### src/rtl/calc_pkg.sv
// Shared definitions for the RPN calculator sequencer: opcodes, reject codes, FSM states.
// Latency: n/a (types and constants only).
// Backpressure: n/a.
package calc_pkg;

    // Command opcodes; encodings 8..15 are not listed and decode as illegal.
    typedef enum logic [3:0] {
        OP_DIGIT = 4'd0,
        OP_ENTER = 4'd1,
        OP_ADD   = 4'd2,
        OP_SUB   = 4'd3,
        OP_MUL   = 4'd4,
        OP_DROP  = 4'd5,
        OP_SWAP  = 4'd6,
        OP_CLEAR = 4'd7
    } opcode_t;

    // Reject reasons reported on err_code alongside the err pulse.
    localparam logic [1:0] ERR_NONE      = 2'd0;
    localparam logic [1:0] ERR_UNDERFLOW = 2'd1;
    localparam logic [1:0] ERR_OVERFLOW  = 2'd2;
    localparam logic [1:0] ERR_ILLEGAL   = 2'd3;

    // Sequencer states; each non-IDLE state owns exactly one stack strobe.
    typedef enum logic [2:0] {
        ST_IDLE = 3'd0,
        ST_POP  = 3'd1,
        ST_WR   = 3'd2,
        ST_PUSH = 3'd3,
        ST_WR2  = 3'd4,
        ST_CLR  = 3'd5
    } state_t;

endpackage

### src/rtl/rpn_alu.sv
// Combinational arithmetic for the RPN sequencer: digit entry, add, sub and optional multiply.
// Latency: 0 cycles (pure combinational).
// Backpressure: none; result follows inputs.
// Ports: a_i (second-from-top), b_i (top), op_i (opcode), digit_i (entry digit) -> result_o.
// Build option RPN_MUL_EN: when defined, OP_MUL yields the low 32 bits of a*b; otherwise
// no multiplier is built and OP_MUL returns 0 (the sequencer rejects it before use).
module rpn_alu
    import calc_pkg::*;
#(
    parameter int unsigned RADIX = 10
) (
    input  logic [31:0] a_i,
    input  logic [31:0] b_i,
    input  opcode_t     op_i,
    input  logic [3:0]  digit_i,
    output logic [31:0] result_o
);

    localparam logic [31:0] RADIX_W = 32'(RADIX);

    always_comb begin
        result_o = '0;
        case (op_i)
            // Shift the current top one place left in the entry base, then add the digit.
            OP_DIGIT: result_o = (b_i * RADIX_W) + {28'd0, digit_i};
            OP_ADD:   result_o = a_i + b_i;
            OP_SUB:   result_o = a_i - b_i;
`ifdef RPN_MUL_EN
            OP_MUL:   result_o = a_i * b_i;
`endif
            // DROP on a single element writes 0, which is the default result.
            default:  result_o = '0;
        endcase
    end

endmodule

### src/rtl/rpn_sequencer.sv
// Command sequencer for an RPN calculator: turns one command into a strobe sequence on an external stack.
// Latency: accept-to-done 1 cycle (DIGIT/ENTER/DROP/CLEAR), 2 (ADD/SUB/MUL), 4 (SWAP); rejects pulse err 1 cycle after accept.
// Backpressure: cmd_ready is high only in IDLE and low while reset is high; command accepted on cmd_valid && cmd_ready.
// Ports: clock/reset (sync, active-high); cmd_valid/cmd_ready/cmd_op/cmd_digit command handshake;
//        stk_push/stk_pop/stk_write/stk_clear/stk_value to the stack; stk_top/stk_next/stk_count/stk_error from it;
//        done/err/err_code completion status; ovf_sticky latched stack error.
// Build option RPN_MUL_EN: enables MUL (opcode 4); without it opcode 4 is rejected as illegal.
module rpn_sequencer
    import calc_pkg::*;
#(
    parameter int unsigned RADIX = 10
) (
    input  logic        clock,
    input  logic        reset,
    input  logic        cmd_valid,
    output logic        cmd_ready,
    input  logic [3:0]  cmd_op,
    input  logic [3:0]  cmd_digit,
    output logic        stk_push,
    output logic        stk_pop,
    output logic        stk_write,
    output logic [31:0] stk_value,
    output logic        stk_clear,
    input  logic [31:0] stk_top,
    input  logic [31:0] stk_next,
    input  logic [5:0]  stk_count,
    input  logic        stk_error,
    output logic        done,
    output logic        err,
    output logic [1:0]  err_code,
    output logic        ovf_sticky
);

    state_t      state_q, state_d;
    logic [31:0] a_q, a_d;
    logic [31:0] b_q, b_d;
    opcode_t     op_q, op_d;
    logic [3:0]  digit_q, digit_d;
    logic        err_q, err_d;
    logic [1:0]  err_code_q, err_code_d;
    logic        ovf_q, ovf_d;

    opcode_t     cmd_opc;
    logic        one_elem;
    logic        full;
    logic [31:0] alu_res;

    logic        push_raw, pop_raw, write_raw, clear_raw, done_raw;
    logic [31:0] value_raw;

    assign cmd_opc  = opcode_t'(cmd_op);
    // A count of 0 means 64 entries, so 0 is "full" and 1 is the only underflow depth.
    assign one_elem = (stk_count == 6'd1);
    assign full     = (stk_count == 6'd0);

    rpn_alu #(
        .RADIX (RADIX)
    ) u_alu (
        .a_i      (a_q),
        .b_i      (b_q),
        .op_i     (op_q),
        .digit_i  (digit_q),
        .result_o (alu_res)
    );

    // Next-state, operand latching and reject decode.
    always_comb begin
        state_d    = state_q;
        a_d        = a_q;
        b_d        = b_q;
        op_d       = op_q;
        digit_d    = digit_q;
        err_d      = 1'b0;
        err_code_d = ERR_NONE;

        case (state_q)
            ST_IDLE: begin
                if (cmd_valid) begin
                    a_d     = stk_next;
                    b_d     = stk_top;
                    op_d    = cmd_opc;
                    digit_d = cmd_digit;
                    case (cmd_opc)
                        OP_DIGIT: state_d = ST_WR;
                        OP_ENTER: begin
                            if (full) begin
                                err_d      = 1'b1;
                                err_code_d = ERR_OVERFLOW;
                            end else begin
                                state_d = ST_PUSH;
                            end
                        end
                        OP_ADD, OP_SUB: begin
                            if (one_elem) begin
                                err_d      = 1'b1;
                                err_code_d = ERR_UNDERFLOW;
                            end else begin
                                state_d = ST_POP;
                            end
                        end
`ifdef RPN_MUL_EN
                        OP_MUL: begin
                            if (one_elem) begin
                                err_d      = 1'b1;
                                err_code_d = ERR_UNDERFLOW;
                            end else begin
                                state_d = ST_POP;
                            end
                        end
`endif
                        // The last element is never popped; it is zeroed instead.
                        OP_DROP:  state_d = one_elem ? ST_WR : ST_POP;
                        OP_SWAP: begin
                            if (one_elem) begin
                                err_d      = 1'b1;
                                err_code_d = ERR_UNDERFLOW;
                            end else begin
                                state_d = ST_POP;
                            end
                        end
                        OP_CLEAR: state_d = ST_CLR;
                        default: begin
                            err_d      = 1'b1;
                            err_code_d = ERR_ILLEGAL;
                        end
                    endcase
                end
            end
            ST_POP:  state_d = (op_q == OP_DROP) ? ST_IDLE : ST_WR;
            ST_WR:   state_d = (op_q == OP_SWAP) ? ST_PUSH : ST_IDLE;
            ST_PUSH: state_d = (op_q == OP_SWAP) ? ST_WR2  : ST_IDLE;
            ST_WR2:  state_d = ST_IDLE;
            ST_CLR:  state_d = ST_IDLE;
            default: state_d = ST_IDLE;
        endcase

        // CLEAR wins over a coincident stack error.
        ovf_d = ovf_q;
        if (state_q == ST_CLR) begin
            ovf_d = 1'b0;
        end else if (stk_error) begin
            ovf_d = 1'b1;
        end
    end

    // Strobes and done come straight from the registered state.
    always_comb begin
        push_raw  = 1'b0;
        pop_raw   = 1'b0;
        write_raw = 1'b0;
        clear_raw = 1'b0;
        done_raw  = 1'b0;
        value_raw = '0;

        case (state_q)
            ST_POP: begin
                pop_raw  = 1'b1;
                done_raw = (op_q == OP_DROP);
            end
            ST_WR: begin
                write_raw = 1'b1;
                // SWAP first writes the old top back; every other op writes the ALU result.
                value_raw = (op_q == OP_SWAP) ? b_q : alu_res;
                done_raw  = (op_q != OP_SWAP);
            end
            ST_PUSH: begin
                push_raw = 1'b1;
                done_raw = (op_q != OP_SWAP);
            end
            ST_WR2: begin
                write_raw = 1'b1;
                value_raw = a_q;
                done_raw  = 1'b1;
            end
            ST_CLR: begin
                clear_raw = 1'b1;
                done_raw  = 1'b1;
            end
            default: ;
        endcase
    end

    // Reset masks outputs in the same cycle so an interrupted command emits nothing further.
    assign cmd_ready  = (state_q == ST_IDLE) && !reset;
    assign stk_push   = push_raw  && !reset;
    assign stk_pop    = pop_raw   && !reset;
    assign stk_write  = write_raw && !reset;
    assign stk_clear  = clear_raw && !reset;
    assign stk_value  = reset ? 32'd0 : value_raw;
    assign done       = done_raw  && !reset;
    assign err        = err_q     && !reset;
    assign err_code   = reset ? ERR_NONE : err_code_q;
    assign ovf_sticky = ovf_q;

    always_ff @(posedge clock) begin
        if (reset) begin
            state_q    <= ST_IDLE;
            a_q        <= '0;
            b_q        <= '0;
            op_q       <= OP_DIGIT;
            digit_q    <= '0;
            err_q      <= 1'b0;
            err_code_q <= ERR_NONE;
            ovf_q      <= 1'b0;
        end else begin
            state_q    <= state_d;
            a_q        <= a_d;
            b_q        <= b_d;
            op_q       <= op_d;
            digit_q    <= digit_d;
            err_q      <= err_d;
            err_code_q <= err_code_d;
            ovf_q      <= ovf_d;
        end
    end

endmodule

### config.mk
export PLATFORM = sky130hd
export DESIGN_NAME = rpn_sequencer
export DESIGN_NICKNAME = d
export VERILOG_FILES = /design/src/rtl/calc_pkg.sv /design/src/rtl/rpn_alu.sv /design/src/rtl/rpn_sequencer.sv
export SDC_FILE = /design/constraint.sdc
export NUM_CORES = 1
export LEC_CHECK = 0
export BUFFER_PORTS_ARGS = -buffer_cell sky130_fd_sc_hd__buf_2
export CAP_MARGIN = 10
export CORE_UTILIZATION = 40
export CTS_BUF_LIST = sky130_fd_sc_hd__clkbuf_8
export DETAILED_ROUTE_END_ITERATION = 7
export HOLD_SLACK_MARGIN = 0.05
export PLACE_DENSITY_LB_ADDON = 0.25
export SYNTH_ARGS = -nofsm -noshare
export SYNTH_HDL_FRONTEND = slang
export SYNTH_SLANG_ARGS = --single-unit
### constraint.sdc
create_clock -name clock -period 6 [get_ports clock]
set_input_delay 0.3 -clock clock [delete_from_list [all_inputs] [get_ports clock]]
set_output_delay 0.3 -clock clock [all_outputs]
set_load 0.02 [all_outputs]
# After elaboration in Yosys (flattened, before gate mapping)
# Cells that the tools add are included.
# word_totals
regBits	79
# classes
add_sub_neg	3
mul	1
n_eq_ne	21
mux	25
n_bitwise	2
reduce_logical	21
# ops
operator	count
case mux 32 bit (3 select lines)	1
two-way mux 32 bit	2
case mux 32 bit (2 select lines)	1
adder 32 bit	1
adder 32 x 4 -> 32 bit	1
multiplier 32 x 3 -> 31 bit (second input constant)	1
subtractor 32 bit	1
== test 4 x 3 -> 1 bit (second input constant)	5
== test 4 x 2 -> 1 bit (second input constant)	4
case mux 3 bit (5 select lines)	1
two-way mux 3 bit	4
case mux 3 bit (4 select lines)	1
two-way mux 2 bit	5
OR reduction 3 bit	3
zero test 4 bit	2
OR reduction 2 bit	4
logical AND 1 bit	7
two-way mux 1 bit	7
== test 3 x 2 -> 1 bit (second input constant)	2
== test 3 bit (second input constant)	2
== test 6 x 1 -> 1 bit (second input constant)	1
zero test 6 bit	1
inequality test 3 bit (second input constant)	2
inequality test 6 x 2 -> 1 bit (second input constant)	1
other kinds (11)	13

# Logic depth before layout (Yosys ltp)
# Gate-level depths: netlist of the first run.
# depth
depth_word	6
mapped_depth	22
ltp_nobuf	21

# Hierarchy
# From an unflattened synthesis of the first run, not the netlist that was laid out.
# unflattened
hier_cells	1203
area_unflattened_um2	9340.2
# by_module_without_submodules
module	instances	cells_per_inst	area_per_inst_um2	seq_area_each_um2
rpn_alu	1	706	5183.7	0.0
rpn_sequencer	1	497	4156.5	1581.5

# Worst setup path before layout of the first run
# OpenSTA, ideal clock, no wires.
# synth_path
path_kind	reg-to-output
startpoint	reg op_q[2]
endpoint	out stk_value[30]
arrival_ns	4.529
t_required_ns	5.700
path_slack_ns	1.171
stages_incl_launch_ff	19
n_path_buf	2
path_cell_list	dfxtp_1 -> clkbuf_1 -> nor3b_1 -> and2_1 -> buf_1 -> nor2_1 -> xnor2_1 -> ha_1 -> nor2b_1 -> o21a_1 -> o21a_1 -> a21oi_1 -> a41oi_1 -> a221o_1 -> a41o_1 -> o41ai_1 -> xnor2_1 -> a22oi_1 -> a211oi_2
# synth_via
elab_chain_len	5
# synth_rtl
item	line_no	rtl
from (decl)	rpn_sequencer.sv:37	opcode_t op_q, op_d;
from (signal assigned)	rpn_sequencer.sv:209	op_q <= op_d;
== test 4 x 2 -> 1 bit / zero test 4 bit (equally long branches)	rpn_alu.sv:23	case (op_i)
case mux 32 bit (3 select lines)	rpn_alu.sv:23	
two-way mux 32 bit (*)	rpn_sequencer.sv:163	value_raw = (op_q == OP_SWAP) ? b_q : alu_res;
case mux 32 bit (2 select lines) (*)	rpn_sequencer.sv:155	case (state_q)
two-way mux 32 bit (*)	rpn_sequencer.sv:189	assign stk_value = reset ? 32'd0 : value_raw;
to (decl)	rpn_sequencer.sv:22	output logic [31:0] stk_value,
# Mark *: on every way between the ends. The rest lies on a longest branch, timed or not.

# Final worst setup path of the first run
# layout_path
startpoint	reg b_q[2]
endpoint	out stk_value[30]
# layout_via
elab_chain_len	6
# layout_rtl
item	line_no	rtl
from (decl)	rpn_sequencer.sv:36	logic [31:0] b_q, b_d;
from (signal assigned)	rpn_sequencer.sv:199	b_q <= '0;
from (signal assigned)	rpn_sequencer.sv:208	b_q <= b_d;
multiplier 32 x 3 -> 31 bit	rpn_alu.sv:25	OP_DIGIT: result_o = (b_i * RADIX_W) + {28'd0, digit_i};
adder 32 x 4 -> 32 bit	rpn_alu.sv:25	
case mux 32 bit (3 select lines) (*)	rpn_alu.sv:23	
two-way mux 32 bit (*)	rpn_sequencer.sv:163	
case mux 32 bit (2 select lines) (*)	rpn_sequencer.sv:155	
two-way mux 32 bit (*)	rpn_sequencer.sv:189	
# Marks and branches as above.

==> metrics.yaml, run 1 <==
outcome:
  status: "complete, no violations"
min_path:
  worst_hold_path_type: "input port to flip-flop"
  holdCritStartpoint: "stk_top[25]"
synth:
  yosys_warnings: 0
  synth_largest_area_cell: "dfxtp_1"
  synth_edf_count: 0
  syn_nets: 1396
  yosysMostFrequentCell: "nand2_1"
  yosys.area.top_type_share_pct: 18.13
  synth_area_mm2: 0.008723
  postSynth.asyncResetShare_pct: 0
  syn_area_per_cell_um2: 7.144
  synth_ff_type: "dfxtp_1"
  syn-instance-count: 1221
  synthTopCellsByCount: "nand2_1 (222), a21oi_1 (170), nor2_1 (104)"
  synth_seq_area_share_pct: 18.13
  synthTopCellsByArea: "dfxtp_1 (18%), ha_1 (13%), a21oi_1 (9.8%)"
  ys_ff_latch: 79
  yosysUniqueCellTypes: 85
power:
  pwr-share-comb_pct: 41.7
  power_density_mw_per_mm2: 199.9
  p_clk_share_pct: 26.1
  p_int_w: 0.001175
  ir_drop_uv: 103.5
  power.switching_w: 0.0007718
  p_leak_nw: 4.422
  seq_power_share_pct: 32.2
  p_sw_share_pct: 39.65
drt:
  dr_total_vias: 9051
  wl_per_cell_um: 17.34
  viasPerCell: 5.747
  dr.pass1.iters: 7
  postRouteAntennaNets: 0
  routed.top_layer: "met4"
  routedLengthMet1_mm: 12.65
  drt_iter0_drc: 565
  drc: 0
  wl_met2_mm: 12.41
  met3_length_mm: 1.425
  drt-total-wl_mm: 27.31
critical_path:
  cp.required_ns: 5.70
  arrival_ns: 5.27
  crit_type: "flip-flop to output pin"
  worstPathMaxFanout: 8
  critPathLaunch: "b_q[2]"
  rr_startpoint: "state_q[2]"
  cp-end-kind: "output pin"
  cp-start-kind: "flip-flop"
timing:
  fmax_mhz: 179.6
  fin_skew_ns: 0.007647
  rsz0062_at_grt: "false"
  maxSlewViolCount: 0
  setup_viol: 0
  period_minus_slack_ns: 5.569
  timing.setup.tns_ns: 0
  finalCritPeriodShare_pct: 92.81
  slew_headroom_pct: 39.28
  hold_viol: 0
  layout_setup_ws_ns: 0.4314
  worst_slew_pin_slew_ns: 0.9089
placed_design:
  gp_congestion: 0.9764
  hpwl_mm: 21.01
  portBuffers: 123
  post-place-ws_ns: 0.8715
  dp_cells: 1559
global_route:
  grt_max_degree: 76
  gr-total-overflow: 0
  grt.total_usage_pct: 24.73
  grt_antenna_before_repair: 0
  grt_pass1_wl_mm: 43.86
  grt_pass1_vias: 8475
clocking:
  cts_tree: "yes"
  post_cts_buffers: 0
  clk_pin_slew_ns: 0.09
  cts_num_sinks: 79
  root_buffer: "clkbuf_8"
  clk_latency_ns: 0.38
  cts_buffers: 9
  cts_max_path_buffers: 2
  cts_max_level: 3
run:
  drv_cap: 0
cells_and_area:
  layout-drive-gt1-share_pct: 14.16
  final_cell_count_no_fill: 1575
  areaGrowthSynthToFinish_pct: 11.63
  nets: 1470
floorplan:
  die-width_um: 149.7
  ioPinCount: 124
  core_area_mm2: 0.02122
  dieArea_mm2: 0.02240
  die-height_um: 149.7
  start_util_pct: 41.11
  row_count: 53
==> layer usage <==
| layer | GRT usage (%) | vias to the layer above |
|---|---|---|
| met3 | 3.476 | 57 |
| li1 | - | 4548 |
| met1 | 33.24 | 4162 |
| met5 | 0 | - |
| met2 | 39.70 | 284 |
| met4 | 9.646 | 0 |
==> critical path: stages (launching register included) <==
cell,delay (ns)
dfxtp_1,0.41
or3_4,0.43
nor3b_1,0.34
nand2_1,0.16
nor2_1,0.20
nand2_1,0.09
or2_2,0.31
or3_1,0.40
o21ai_0,0.26
xor2_1,0.18
ha_1,0.32
a21o_1,0.19
a21oi_1,0.18
o21ai_0,0.10
a41o_1,0.23
o41ai_1,0.37
xnor2_1,0.18
a22oi_1,0.11
a211oi_2,0.26
buf_2,0.20
==> power groups by stage <==
stage / clock (W) / sequential [W] / combinational (W)
after detailed placement: 0 / 0.000639 / 0.000800
after CTS: 0.000523 / 0.000626 / 0.000804
after floorplan: 0 / 0.000608 / 0.000627
after global placement: 0 / 0.000637 / 0.000794
after global routing: 0.000540 / 0.000633 / 0.000902
final: 0.000508 / 0.000627 / 0.000812
==> registers in the layout (all words and copies together) (netlist names) <==
signal / flops
b_q: 32
digit_q: 4
ovf_sticky: 1
a_q: 32
err_code_q: 2
state_q: 3
err_q: 1
op_q: 4
==> worst paths after layout <==
kind	cells after the start	to	slack, ns
setup / recovery	19	stk_value[30]	0.43
setup reg to reg	5	b_q[3]	3.84
hold reg to reg	2	digit_q[0]	0.47
hold / removal	3	b_q[25]	0.14
==> cells in the final DEF (no fill, tap or decap), types with 6 or more instances in the layout <==
master	synthesis	routed
nand2_1	222	221
a21oi_1	170	170
buf_2	5	122
nor2_1	104	104
ha_1	90	90
dfxtp_1	79	79
xnor2_1	55	55
xor2_1	52	52
o21ai_0	40	40
a21o_1	33	33
nand3_1	29	29
inv_1	20	20
nor3_1	19	19
a222oi_1	17	17
nor2b_1	16	16
or3_1	13	13
a31oi_1	13	13
a22oi_1	12	12
buf_4	2	12
nand4_1	10	10
clkbuf_8	0	10
o31ai_1	7	7
and3_1	7	7
nand2b_1	7	7
a211oi_1	7	7
nor3b_1	7	6
o21ai_1	6	6
a221oi_1	6	6
==> metrics by stage <==
step           instance area, um2  power, W  utilization, %  hold WS [ns]
2_1_floorplan                8723  0.001235               -        0.4207
5_1_grt                      9736  0.002076           45.88        0.1340
4_1_cts                      9728  0.001954           45.84        0.1281
6_report                     9738  0.001946           45.89        0.1420
3_3_place_gp                 9487  0.001431           44.71        0.4487
3_5_place_dp                 9487  0.001439           44.71        0.4546
==> repair_timing <==
action                     in CTS  in global routing
gates resized for setup         0                  1
hold buffers                    0                  0
setup endpoints to repair       0                  2
==> cell type report <==
| class | instances | area (um2) |
|---|---|---|
| clock inverter | 5 | 103.9 |
| sequential | 79 | 1582 |
| fill | 2245 | 11480 |
| timing repair buffer | 134 | 700.7 |
| antenna | 1 | 2.502 |
| multi-input combinational | 1051 | 6793 |
| inverter | 20 | 75.07 |
| clock buffer | 10 | 137.6 |
| tap | 275 | 344.1 |
==> logic make-up (layout without fill, tap and decap cells) <==
kind of cell / after synthesis / after routing / synth area share, %
XOR/XNOR: 107 / 107 / 10.74
flip-flops: 79 / 79 / 18.13
buffers and inverters: 91 / 169 / 4.260
adder cells (fa/ha/maj): 93 / 93 / 13.60
multiplexers: 5 / 5 / 0.5881
AO/OA/AOI/OAI: 369 / 369 / 27.24
other: 0 / 1 / 0
AND/OR/NAND/NOR: 477 / 477 / 25.44
Note: power is estimated with default switching activity, not from simulation.
==> run 2, diff against run 1 <==
--- a/config.mk
+++ b/config.mk
@@ -7,6 +7,8 @@
 export LEC_CHECK = 0
 export BUFFER_PORTS_ARGS = -buffer_cell sky130_fd_sc_hd__buf_2
 export CAP_MARGIN = 10
+export CELL_PAD_IN_SITES_DETAIL_PLACEMENT = 1
+export CELL_PAD_IN_SITES_GLOBAL_PLACEMENT = 1
 export CORE_UTILIZATION = 40
 export CTS_BUF_LIST = sky130_fd_sc_hd__clkbuf_8
 export DETAILED_ROUTE_END_ITERATION = 7
==> metrics.yaml, run 2 (synthesis results as in run 1) <==
timing:
  maxSlewViolCount: 0  # unchanged
  timing.setup.tns_ns: 0  # unchanged
  hold_viol: 0  # unchanged
  fin_skew_ns: 0.02002  # +0.01237 ns
  worst_slew_pin_slew_ns: 1.080  # +0.1707 ns
  period_minus_slack_ns: 5.581  # +0.01203 ns
  finalCritPeriodShare_pct: 93.01  # +0.20 points
  setup_viol: 0  # unchanged
  slew_headroom_pct: 27.88  # -11 points
  rsz0062_at_grt: "false"
  fmax_mhz: 179.2  # -0.22%
cells_and_area:
  regArea_mm2: 0.001582  # unchanged
  final_common_cell: "nand2_1"
  fin_util_pct: 45.92  # about the same
  nets: 1474  # +0.27%
  areaGrowthSynthToFinish_pct: 11.70  # about the same
  fillCellCount: 2826  # +26%
  multi_input_area_mm2: 0.006794  # about the same
  num_antenna_cells: 0  # -1
  layout-drive-gt1-share_pct: 14.49  # +0.33 points
  layout.cell_area.non_filler_mm2: 0.009744  # about the same
  final_cell_mix: "nand2_1 (221), a21oi_1 (170), buf_2 (122), nor2_1 (104), ha_1 (90)"
  largest_registers: "a_q x32, b_q x32"
global_route:
  grt_antenna_before_repair: 0  # unchanged
  grt_pass1_wl_mm: 48.78  # +11%
  grt.total_usage_pct: 27.66  # +2.9 points
  grt_max_degree: 56  # -26%
  gr-total-overflow: 0  # unchanged
  grt_pass1_vias: 9325  # +10%
critical_path:
  r2r_slack_ns: 3.71  # -0.13 ns
  arrival_ns: 5.28  # about the same
  reg2regPathDepth: 5  # unchanged
  cp.required_ns: 5.70  # about the same
  r2r-end: "op_q[1]"
  path_cells: "or3_4, nor3b_1, nand2_1, nor2_1, nand2_1, or2_2, or3_1, nor2_1, a21oi_1, xnor2_1, ha_1, a21o_1, a21o_1, a21oi_1, o21ai_0, nor3_1, a21oi_1, xnor2_1, a222oi_1, o32ai_1, buf_2"
  slowest_stage: "or3_4"
  worstPathMaxFanout: 8  # unchanged
  rr_startpoint: "state_q[1]"
  cp-start-kind: "flip-flop"
  crit_path_frequent_cell: "a21oi_1"
  cp-end-kind: "output pin"
  max_stage_delay_ns: 0.43  # about the same
  crit_type: "flip-flop to output pin"
clocking:
  cts_max_path_buffers: 2  # unchanged
  cts_buffers: 9  # unchanged
  cts_num_sinks: 79  # unchanged
  post_cts_buffers: 0  # unchanged
  clk_pin_slew_ns: 0.11  # +0.02 ns
  clk_latency_ns: 0.39  # about the same
  cts_tree: "yes"
  root_buffer: "clkbuf_8"
  cts_max_level: 3  # unchanged
  cts_hold_buf: 0  # unchanged
floorplan:
  core_area_mm2: 0.02122  # unchanged
  die-height_um: 149.7  # unchanged
  ioPinCount: 124  # unchanged
  start_util_pct: 41.11  # unchanged
  row_count: 53  # unchanged
  dieArea_mm2: 0.02240  # unchanged
  die-width_um: 149.7  # unchanged
outcome:
  status: "complete, no violations"
power:
  power_density_mw_per_mm2: 200.7  # +0.43%
  ir_drop_uv: 139.0  # +34%
  p_leak_nw: 4.436  # +0.32%
min_path:
  holdCritStartpoint: "stk_next[23]"
  worstHoldEndpoint: "a_q[23]"
  hold_depth: 3  # unchanged
  worst_hold_path_type: "input port to flip-flop"
drt:
  postRouteAntennaNets: 0  # unchanged
  dr_total_vias: 9370  # +3.5%
  drt-total-wl_mm: 30.91  # +13%
  dr.pass1.iters: 7  # unchanged
  wl_per_cell_um: 19.57  # +13%
  viasPerCell: 5.934  # +3.3%
  drc: 0  # unchanged
  drt_iter0_drc: 449  # -21%
run:
  drv_cap: 0  # unchanged
placed_design:
  placed_cell_area_mm2: 0.009517  # +0.32%
  portBuffers: 123  # unchanged
  gp_congestion: 0.9228  # -5.5%
  hpwl_mm: 23.86  # +14%
-- run 2: cell types whose count changed in the layout (fill, tap and decap cells not counted), sizes merged --
cell / change
diode: -1
clkbuf: -1
inv: +2
bufinv: -1
clkinv: +1
buf: +4
-- run 2: critical path: cells and delay by family, from the launching register on --
kind                       cells  cell delay (ns)
buffers and inverters          1             0.20
adders and majority gates      1             0.36
AOI/OAI and AO/OA              8             1.40
DFF                            1             0.41
and+or+nand+nor                9             2.24
xor gates and xnor gates       2             0.30
-- run 2: metrics by stage --
stage                     std cells  worst slack, ns  total power (W)  hold slack, ns
after floorplan                1221            1.171         0.001235          0.4207
after global placement         1563           0.8380         0.001449          0.4529
after detailed placement       1563           0.7305         0.001467          0.4595
after CTS                      1579           0.2680         0.001961          0.1117
after global routing           1579          0.07435         0.002076          0.1281
final                          1579           0.4194         0.001956          0.1236
-- run 2: how the worst max path moves through the flow --
stage	startpoint	end	slack, ns	cells after the start
final	b_q[2]	stk_value[31]	0.42	21
after CTS	b_q[2]	stk_value[31]	0.27	18
after detailed placement	b_q[2]	stk_value[31]	0.73	18
after global placement	b_q[2]	stk_value[31]	0.84	18
after global routing	b_q[2]	stk_value[30]	0.07	20
after floorplan	op_q[2]	stk_value[30]	1.17	18
-- run 2: area by class of cell --
cell class | instances | area share, %
multi-input combinational | 1051 | 69.72
sequential | 79 | 16.23
timing repair buffer | 138 | 7.499
tap | 275 | 3.531
clock buffer | 9 | 1.271
clock inverter | 7 | 0.9759
inverter | 20 | 0.7704
-- run 2: power breakdown --
group / switching, W / leakage (nW) / internal, W
clock network: 0.000254 / 0.115 / 0.000237
registers: 0.0000652 / 0.650 / 0.000562
logic: 0.000508 / 3.67 / 0.000331
-- run 2: timing repair --
action | in CTS | in global routing
endpoints found under the setup margin | 0 | 3
endpoints found under the hold margin | 0 | 0
gates resized for setup | 0 | 2
-- run 2: metal layers --
layer  global-route usage, %  share of wire (%)  up-vias
met5                       0                  0        -
met3                   3.293                4.0       56
met2                   47.87                 48      234
li1                        -                  -     4544
met1                   35.02                 45     4536
met4                   10.05                3.2        0
==> run 3, diff against run 2 <==
--- a/config.mk
+++ b/config.mk
@@ -9,11 +9,12 @@
 export CAP_MARGIN = 10
 export CELL_PAD_IN_SITES_DETAIL_PLACEMENT = 1
 export CELL_PAD_IN_SITES_GLOBAL_PLACEMENT = 1
+export CORE_ASPECT_RATIO = 1.25
 export CORE_UTILIZATION = 40
-export CTS_BUF_LIST = sky130_fd_sc_hd__clkbuf_8
 export DETAILED_ROUTE_END_ITERATION = 7
 export HOLD_SLACK_MARGIN = 0.05
 export PLACE_DENSITY_LB_ADDON = 0.25
+export REMOVE_ABC_BUFFERS = 1
 export SYNTH_ARGS = -nofsm -noshare
 export SYNTH_HDL_FRONTEND = slang
 export SYNTH_SLANG_ARGS = --single-unit
==> metrics.yaml, run 3 (synthesis results as in run 1) <==
timing:
  rsz0062_at_grt: "false"
  period_minus_slack_ns: 5.506  # -0.07416 ns
  fmax_mhz: 181.6  # +1.3%
  maxSlewViolCount: 0  # unchanged
  setup_viol: 0  # unchanged
  slew_headroom_pct: 35.92  # +8.0 points
  hold_viol: 0  # unchanged
  finalCritPeriodShare_pct: 91.77  # -1.2 points
  worst_slew_pin_slew_ns: 0.9592  # -0.1203 ns
  fin_skew_ns: 0.01145  # -0.008565 ns
  hold_slack_ns: 0.1692  # +0.04564 ns
  layout_setup_ws_ns: 0.4935  # +0.07416 ns
global_route:
  grt_max_degree: 80  # +43%
  gr-total-overflow: 0  # unchanged
  grt_antenna_before_repair: 0  # unchanged
  grt.total_usage_pct: 27.26  # -0.40 points
  grt_pass1_vias: 9305  # -0.21%
  grt_pass1_wl_mm: 48.28  # -1.0%
placed_design:
  placed_cell_area_mm2: 0.009514  # about the same
  portBuffers: 123  # unchanged
  hpwl_mm: 23.88  # about the same
  post-place-ws_ns: 0.8580  # +0.1275 ns
  dp_cells: 1566  # +0.19%
  gp_congestion: 0.9076  # -1.6%
clocking:
  post_cts_buffers: 0  # unchanged
  cts_tree: "yes"
  cts_max_level: 3  # unchanged
  cts-resized-gates: 0  # unchanged
  clk_latency_ns: 0.36  # -0.03 ns
  cts_hold_buf: 0  # unchanged
  cts_num_sinks: 79  # unchanged
  clk_pin_slew_ns: 0.07  # -0.04 ns
  cts_buffers: 9  # unchanged
  root_buffer: "clkbuf_16"
  cts_max_path_buffers: 2  # unchanged
critical_path:
  cp-start-kind: "flip-flop"
  cp_top_family: "simple AND/OR/NAND/NOR gates"
  worstPathMaxFanout: 8  # unchanged
  reg2regPathDepth: 5  # unchanged
  path_buf_inv: 2  # +1
  rr_startpoint: "state_q[1]"
  max_stage_delay_ns: 0.42  # about the same
  path_cells: "or3_4, nor3b_1, buf_4, nand2_1, nor2_1, nand2_1, or2_2, or3_1, nor2_1, a21oi_1, xnor2_1, ha_1, a21o_1, a21o_1, a21oi_1, o21ai_0, nor3_1, a21oi_1, xnor2_1, a222oi_1, o32ai_1, buf_2"
  r2r_slack_ns: 3.66  # -0.05 ns
  crit_path_frequent_cell: "a21oi_1"
  cp-end-kind: "output pin"
  slowest_stage: "or3_4"
  arrival_ns: 5.21  # -0.07 ns
  cp.required_ns: 5.70  # about the same
  crit_type: "flip-flop to output pin"
  r2r-end: "b_q[3]"
cells_and_area:
  final_common_cell: "nand2_1"
  nets: 1473  # -0.068%
  layout.cell_area.non_filler_mm2: 0.009858  # +1.2%
  regArea_mm2: 0.001582  # unchanged
  final_cell_mix: "nand2_1 (221), a21oi_1 (170), buf_2 (122), nor2_1 (104), ha_1 (90)"
  areaGrowthSynthToFinish_pct: 13.01
  num_antenna_cells: 0  # unchanged
  fillCellCount: 2832  # +0.21%
  multi_input_area_mm2: 0.006785  # -0.13%
  final_cell_count_no_fill: 1582  # +0.19%
  largest_registers: "a_q x32, b_q x32"
  layout-drive-gt1-share_pct: 14.27  # -0.22 points
drt:
  dr.pass1.iters: 5  # -2
  wl_met2_mm: 15.55  # +4.7%
  dr_total_vias: 9213  # -1.7%
  wl_per_cell_um: 19.43  # -0.72%
  drc: 0  # unchanged
  viasPerCell: 5.824  # -1.9%
  routed.top_layer: "met4"
  postRouteAntennaNets: 0  # unchanged
  met3_length_mm: 1.158  # -7.0%
  routedLengthMet1_mm: 12.81  # -7.3%
  drt_iter0_drc: 478  # +6.5%
  drt-total-wl_mm: 30.74  # -0.53%
min_path:
  worstHoldEndpoint: "b_q[29]"
  worst_hold_path_type: "input port to flip-flop"
  hold_depth: 3  # unchanged
  holdCritStartpoint: "stk_top[29]"
power:
  pwr-share-comb_pct: 39.1  # -3.8 points
  seq_power_share_pct: 29.4  # -2.6 points
  power_density_mw_per_mm2: 216.6  # +7.9%
  p_leak_nw: 4.482  # +1.0%
  p_clk_share_pct: 31.5  # +6.4 points
  power.switching_w: 0.0008316  # +0.61%
  p_sw_share_pct: 38.95  # -3.3 points
  p_int_w: 0.001304  # +15%
  ir_drop_uv: 149.5  # +7.5%
floorplan:
  die-width_um: 134.1  # -10%
  row_count: 60  # +13%
  dieArea_mm2: 0.02241  # about the same
  ioPinCount: 124  # unchanged
  die-height_um: 167.1  # +12%
  core_area_mm2: 0.02147  # +1.2%
  start_util_pct: 40.63  # -0.48 points
outcome:
  status: "complete, no violations"
run:
  drv_cap: 0  # unchanged
-- run 3: power groups by stage --
stage	Clock (W)	Sequential (W)	Combinational (W)
after global placement	0	0.000637	0.000821
after floorplan	0	0.000613	0.000598
final	0.000673	0.000627	0.000835
after detailed placement	0	0.000640	0.000830
after CTS	0.000685	0.000628	0.000838
after global routing	0.000709	0.000633	0.000923
-- run 3: worst min-delay path: stages --
cell and delay, ns:
buf_2 0.09, nand2_1 0.04, a21oi_1 0.05
-- run 3: cell type report --
type / instances / share of cell area (%)
inverter: 20 / 0.7615
clock inverter: 6 / 1.168
sequential: 79 / 16.04
timing repair buffer: 137 / 7.336
tap: 279 / 3.541
multi-input combinational: 1051 / 68.83
clock buffer: 10 / 2.323
-- run 3: stage by stage --
stage,util (%),total power (W),setup TNS (ns)
3_3_place_gp,44.31,0.001458,0
6_report,45.91,0.002135,0
3_5_place_dp,44.31,0.001470,0
4_1_cts,45.91,0.002151,0
5_1_grt,45.91,0.002265,0
2_1_floorplan,-,0.001211,-0.001852
-- run 3: layer usage --
layer | vias up | track usage (%)
li1 | 4545 | -
met1 | 4377 | 31.23
met5 | - | 0
met2 | 221 | 49.76
met4 | 0 | 12.21
met3 | 70 | 3.603
-- run 3: worst max-delay path by stage --
stage / start / depth (start not counted) / to / slack (ns)
global placement: b_q[2] / 18 / stk_value[30] / 0.95
global route: b_q[2] / 22 / stk_value[31] / 0.02
CTS: b_q[2] / 18 / stk_value[30] / 0.46
floorplan: op_q[1] / 15 / stk_value[30] / -0.002
finish: b_q[2] / 22 / stk_value[31] / 0.49
detailed placement: b_q[2] / 18 / stk_value[30] / 0.86
